<file path="src/rtl/gpio_periph_if.sv">
// CPU bus port bundle for the GPIO peripheral: one command channel and one
// single-cycle read response channel.
interface gpio_periph_if;
    logic        mem_cmd_sel;
    logic        mem_cmd_valid;
    logic        mem_cmd_wr;
    logic [11:0] mem_cmd_addr;
    logic [31:0] mem_cmd_wdata;
    logic        mem_rsp_ready;
    logic [31:0] mem_rsp_rdata;

    modport master (
        output mem_cmd_sel, mem_cmd_valid, mem_cmd_wr, mem_cmd_addr, mem_cmd_wdata,
        input  mem_rsp_ready, mem_rsp_rdata
    );

    modport slave (
        input  mem_cmd_sel, mem_cmd_valid, mem_cmd_wr, mem_cmd_addr, mem_cmd_wdata,
        output mem_rsp_ready, mem_rsp_rdata
    );
endinterface

</file>
<file path="src/rtl/gpio_periph.sv">
// Memory-mapped GPIO peripheral: DOUT/OE registers with set/clear/toggle
// aliases, a 2-flop input synchronizer, and a registered read response.
module gpio_periph #(
    parameter int NR_GPIOS = 8
) (
    input  logic                clk,
    input  logic                reset_,
    gpio_periph_if.slave        bus,
    output logic [NR_GPIOS-1:0] gpio_oe,
    output logic [NR_GPIOS-1:0] gpio_do,
    input  logic [NR_GPIOS-1:0] gpio_di
);

    localparam logic [9:0] WORD_DOUT = 10'h000;
    localparam logic [9:0] WORD_OE   = 10'h001;
    localparam logic [9:0] WORD_DIN  = 10'h002;
    localparam logic [9:0] WORD_SET  = 10'h003;
    localparam logic [9:0] WORD_CLR  = 10'h004;
    localparam logic [9:0] WORD_TGL  = 10'h005;

    logic [NR_GPIOS-1:0] dout_r;
    logic [NR_GPIOS-1:0] oe_r;
    logic [NR_GPIOS-1:0] sync1_r;
    logic [NR_GPIOS-1:0] sync2_r;
    logic                rsp_ready_r;
    logic [31:0]         rsp_rdata_r;

    logic                acc_s;
    logic                wr_s;
    logic                rd_s;
    logic [9:0]          word_s;
    logic [NR_GPIOS-1:0] wmask_s;
    logic [NR_GPIOS-1:0] dout_nxt_s;
    logic [NR_GPIOS-1:0] oe_nxt_s;
    logic [31:0]         rdata_nxt_s;
    logic                unused_s;

    // Byte-lane bits and wdata bits above the pin count carry no meaning here.
    assign unused_s = ^{bus.mem_cmd_addr[1:0], bus.mem_cmd_wdata};

    // Command qualification and word decode
    always_comb begin
        acc_s   = bus.mem_cmd_valid & bus.mem_cmd_sel;
        wr_s    = acc_s & bus.mem_cmd_wr;
        rd_s    = acc_s & ~bus.mem_cmd_wr;
        word_s  = bus.mem_cmd_addr[11:2];
        wmask_s = bus.mem_cmd_wdata[NR_GPIOS-1:0];
    end

    // Next value of the writable registers
    always_comb begin
        dout_nxt_s = dout_r;
        oe_nxt_s   = oe_r;
        if (wr_s) begin
            case (word_s)
                WORD_DOUT: dout_nxt_s = wmask_s;
                WORD_OE:   oe_nxt_s   = wmask_s;
                WORD_SET:  dout_nxt_s = dout_r | wmask_s;
                WORD_CLR:  dout_nxt_s = dout_r & ~wmask_s;
                WORD_TGL:  dout_nxt_s = dout_r ^ wmask_s;
                default: begin
                    dout_nxt_s = dout_r;
                    oe_nxt_s   = oe_r;
                end
            endcase
        end else begin
            dout_nxt_s = dout_r;
            oe_nxt_s   = oe_r;
        end
    end

    // Read data mux; write-only aliases and holes read as zero
    always_comb begin
        rdata_nxt_s = 32'h0000_0000;
        case (word_s)
            WORD_DOUT: rdata_nxt_s[NR_GPIOS-1:0] = dout_r;
            WORD_OE:   rdata_nxt_s[NR_GPIOS-1:0] = oe_r;
            WORD_DIN:  rdata_nxt_s[NR_GPIOS-1:0] = sync2_r;
            default:   rdata_nxt_s = 32'h0000_0000;
        endcase
    end

    // Register state, input synchronizer and read response
    always_ff @(posedge clk or negedge reset_) begin
        if (!reset_) begin
            dout_r      <= {NR_GPIOS{1'b0}};
            oe_r        <= {NR_GPIOS{1'b0}};
            sync1_r     <= {NR_GPIOS{1'b0}};
            sync2_r     <= {NR_GPIOS{1'b0}};
            rsp_ready_r <= 1'b0;
            rsp_rdata_r <= 32'h0000_0000;
        end else begin
            dout_r      <= dout_nxt_s;
            oe_r        <= oe_nxt_s;
            sync1_r     <= gpio_di;
            sync2_r     <= sync1_r;
            rsp_ready_r <= rd_s;
            if (rd_s) begin
                rsp_rdata_r <= rdata_nxt_s;
            end else begin
                rsp_rdata_r <= rsp_rdata_r;
            end
        end
    end

    assign gpio_do           = dout_r;
    assign gpio_oe           = oe_r;
    assign bus.mem_rsp_ready = rsp_ready_r;
    assign bus.mem_rsp_rdata = rsp_rdata_r;

endmodule

</file>
<file path="src/flat_wrapper.sv">
// flat-port wrapper written by rule: the top's interface ports become plain ports
module gpio_periph_flat 
#(
    parameter int NR_GPIOS = 8
)
  (clk, reset_, gpio_oe, gpio_do, gpio_di, bus_mem_cmd_sel, bus_mem_cmd_valid, bus_mem_cmd_wr, bus_mem_cmd_addr, bus_mem_cmd_wdata, bus_mem_rsp_ready, bus_mem_rsp_rdata);
  gpio_periph_if bus_i ();
  input  logic clk;
  input  logic reset_;
  output logic [NR_GPIOS-1:0] gpio_oe;
  output logic [NR_GPIOS-1:0] gpio_do;
  input  logic [NR_GPIOS-1:0] gpio_di;
  input wire logic [$bits(bus_i.mem_cmd_sel)-1:0] bus_mem_cmd_sel;
  input wire logic [$bits(bus_i.mem_cmd_valid)-1:0] bus_mem_cmd_valid;
  input wire logic [$bits(bus_i.mem_cmd_wr)-1:0] bus_mem_cmd_wr;
  input wire logic [$bits(bus_i.mem_cmd_addr)-1:0] bus_mem_cmd_addr;
  input wire logic [$bits(bus_i.mem_cmd_wdata)-1:0] bus_mem_cmd_wdata;
  output wire logic [$bits(bus_i.mem_rsp_ready)-1:0] bus_mem_rsp_ready;
  output wire logic [$bits(bus_i.mem_rsp_rdata)-1:0] bus_mem_rsp_rdata;
  assign bus_i.mem_cmd_sel = bus_mem_cmd_sel;
  assign bus_i.mem_cmd_valid = bus_mem_cmd_valid;
  assign bus_i.mem_cmd_wr = bus_mem_cmd_wr;
  assign bus_i.mem_cmd_addr = bus_mem_cmd_addr;
  assign bus_i.mem_cmd_wdata = bus_mem_cmd_wdata;
  assign bus_mem_rsp_ready = bus_i.mem_rsp_ready;
  assign bus_mem_rsp_rdata = bus_i.mem_rsp_rdata;
  gpio_periph #(.NR_GPIOS(NR_GPIOS)) u_core (.clk(clk), .reset_(reset_), .bus(bus_i), .gpio_oe(gpio_oe), .gpio_do(gpio_do), .gpio_di(gpio_di));
endmodule
</file>
<file path="config.mk">
export PLATFORM = sky130hd
export DESIGN_NAME = gpio_periph_flat
export DESIGN_NICKNAME = d
export VERILOG_FILES = /design/src/rtl/gpio_periph_if.sv /design/src/rtl/gpio_periph.sv /design/src/flat_wrapper.sv
export SDC_FILE = /design/constraint.sdc
export NUM_CORES = 1
export LEC_CHECK = 0
export ABC_CLOCK_PERIOD_IN_PS = 2400
export BUFFER_PORTS_ARGS = -buffer_cell sky130_fd_sc_hd__buf_2
export CAP_MARGIN = 20
export CORE_AREA = 2 2 71 73
export DETAILED_ROUTE_END_ITERATION = 10
export DIE_AREA = 0 0 73 75
export PLACE_DENSITY = 0.87
export RECOVER_POWER = 50
export SYNTH_ARGS = -nofsm -noshare
export SYNTH_HDL_FRONTEND = slang
export SYNTH_SLANG_ARGS = --single-unit
</file>
<file path="constraint.sdc">
create_clock -name clk -period 2.4 [get_ports clk]
set_input_delay 0.36 -clock clk [delete_from_list [all_inputs] [get_ports clk]]
set_output_delay 0.36 -clock clk [all_outputs]
set_load 0.005 [all_outputs]
</file>
==> impl_metrics.ini <==
[outcome]
status = complete, no violations

[clocking]
post_cts.repair.setup_buffers = 0
tritoncts_clock_tree = done
cts-htree-levels = 2
cts_repair_resize_count = 0
clk_path_buf_depth = 2
postCtsHoldBufs = 0
cts.sinks = 41
clock_insertion_delay_worst_skew_ns = 0.30
cts.reportedPaths.clkPinSlew_ns = 0.08
clockRootBuffer = clkbuf_8
cts_made_buffers = 5

[timing]
tightestPinTransition_ns = 0.989
post-route-period-util_pct = 73.2
finalWorstPathRequiredPeriod_ns = 1.76
setup_tns_ns = 0
worst_slew_margin_rel_pct = 34.0
final-setup-viol-count = 0
finalHoldViolations = 0
final_max_slew_viol_count = 0
grt_setup_unrepaired = false
final_setup_skew_ns = 0.00603
achievable-frequency_mhz = 569

[yosys]
netlist.area_leader.share_pct = 45.4
synthesis.area_um2 = 2260
instance_count_of_the_mapped_netlist = 201
syn-mean-instance-area_um2 = 11.2
ys.warnings.count = 0
number_of_synthesized_register_bits = 41
yosysUniqueCellTypes = 30
ys_seq_area_share_pct = 45.4
post_synth_main_area_contributors = dfrtp_1 (45%), mux2i_1 (11%), ha_1 (8.9%), buf_4 (8.0%), mux2_4 (5.3%)
synth_top_cell_by_area = dfrtp_1

[global_routing]
grt_pass1_wl_mm = 7.24
grt_start_max_net_pins = 42
grt.overflow.total = 0
track_usage_pct = 17.9
antenna_found_initial = 0
number_of_global_route_vias_before_repair = 1640

[layout]
layout-area-overhead-vs-synth_pct = 15.7
share_of_layout_cells_above_drive_strength_1_pct = 30.1
num-nets-final = 328
n_antenna_cell = 0
mostFrequentLayoutCell = buf_2
layout.filler_cells = 407
most-common-layout-cells = buf_2 (54), dfrtp_1 (41), mux2i_1 (24), conb_1 (24), inv_1 (17)

[floorplan]
floorplan_die_height_um = 75
initial_core_util_pct = 48.5
die-area_um2 = 5480
placeableCoreArea_um2 = 4660
num_io_pins = 106
chipWidth_um = 73
num_rows = 25

[min_path]
hold_path_class = input port to register
min_from = gpio_di[2]

[placed_design]
routabilityCongestion = 0.718
io_buffer_count = 55
dp_hpwl_mm = 3.39

[worst_setup_path]
critical_path.max_fanout = 11
worst-endpoint-arrival_ns = 1.97
timing.critical_path.from = bus_mem_cmd_addr[7]
end_kind = register
critical_path_class = input port to register
worst_ep_required_time_ns = 2.61
rr_startpoint = u_core.gpio_do[0]
worstSetupStartpointType = input port

[routing]
post_drt_via_cell_ratio = 5.16
drt_drc_violations_left = 0
route.detailed.wl_per_inst_um = 14.6
first_iter_violations = 94
vias = 1601
drt-pass1-iter-count = 4
detail-route-antenna-nets = 0
drt-total-wl_mm = 4.54

[pwr]
leakagePower_nw = 1.50
power.density_cell_area_nw_per_um2 = 576
totalPowerFinal_mw = 1.51
irDropWorstVdd_v = 0.000317

[job]
maxCapViolCount = 0
## final cells by class
| class | count | area, µm² | share of cell area, % |
|---|---|---|---|
| timing repair buffer | 59 | 302 | 11.5 |
| multi-input combinational | 131 | 1020 | 39.1 |
| sequential | 41 | 1030 | 39.2 |
| tap | 54 | 67.6 | 2.58 |
| clock buffer | 5 | 68.8 | 2.63 |
| clock inverter | 3 | 65.1 | 2.49 |
| inverter | 17 | 63.8 | 2.44 |
## power by group
| group | total (mW) | switching (mW) | internal (mW) |
|---|---|---|---|
| sequential | 0.713 | 0.00609 | 0.707 |
| clock | 0.657 | 0.244 | 0.413 |
| combinational | 0.136 | 0.0822 | 0.0536 |
## metal layers
metal	track usage, %	vias up	share of wire [%]
li1	-	748	-
met1	21.1	777	40
met2	29.1	63	50
met3	4.69	13	7.0
met4	11.5	0	2.6
met5	0	-	0
## sequential cells by signal, indices dropped and copies added (netlist names)
signal,flops
u_core.sync1_r,8
u_core.sync2_r,8
u_core.gpio_oe,8
u_core.bus.mem_rsp_rdata,8
u_core.gpio_do,8
u_core.bus.mem_rsp_ready,1
## cells in the mapped netlist
library cell  count
a21oi_1           8
a22oi_1           6
and3b_1           1
and4b_2           1
buf_2             5
buf_4            24
buf_6             1
clkbuf_1          5
conb_1            1
dfrtp_1          41
ha_1             16
inv_1            17
mux2_4            8
mux2i_1          24
nand2_1           5
nand3_1           1
nand3b_1          2
nor2_1            8
nor2b_1           2
nor3_1            1
nor3b_1           1
nor4_2            1
o211ai_1          2
o21ai_1           6
o32ai_1           8
or2_2             1
or3_1             2
or4_1             1
or4b_1            1
xor2_1            1
## stage by stage
step	cells	cell area (µm²)	setup WS (ns)	util (%)	hold WS, ns
finish	310	2620	0.644	56.1	0.164
detailed placement	302	2480	0.349	53.3	0.335
floorplan	224	2350	0.599	-	0.0644
global route	310	2620	0.531	56.1	0.150
global placement	302	2480	0.382	53.3	0.331
CTS	310	2620	0.632	56.2	0.153
## path summary, 6_finish.rpt
kind | cells after the start | slack (ns) | endpoint
min in group asynchronous | 1 | 0.21 | u_core.bus.mem_rsp_rdata[6]
hold reg to reg | 0 | 0.35 | u_core.sync2_r[0]
max in group asynchronous | 1 | 1.58 | u_core.sync1_r[2]
setup reg to reg | 6 | 0.81 | u_core.gpio_do[0]
hold / removal | 1 | 0.16 | u_core.sync1_r[2]
setup / recovery | 6 | 0.64 | u_core.gpio_do[2]
## critical path, cell delays in order
cell and delay, ns:
buf_2 0.10, nor4_2 0.31, nand2_1 0.11, buf_4 0.19, or3_1 0.61, mux2i_1 0.28
## logic make-up (layout without fill, tap and decap cells)
family                   count (synthesis)  in the layout  synth area share, %
flip-flops                              41             41                 45.4
multiplexers                            32             32                 15.9
AO/OA/AOI/OAI                           30             30                 8.85
XOR/XNOR                                 1              1                0.387
adder cells (fa/ha/maj)                 16             16                 8.85
buffers and inverters                   52             84                 13.2
AND/OR/NAND/NOR                         28             28                 7.19
other                                    1             24                0.166
Note: power is estimated with default switching activity, not from simulation.
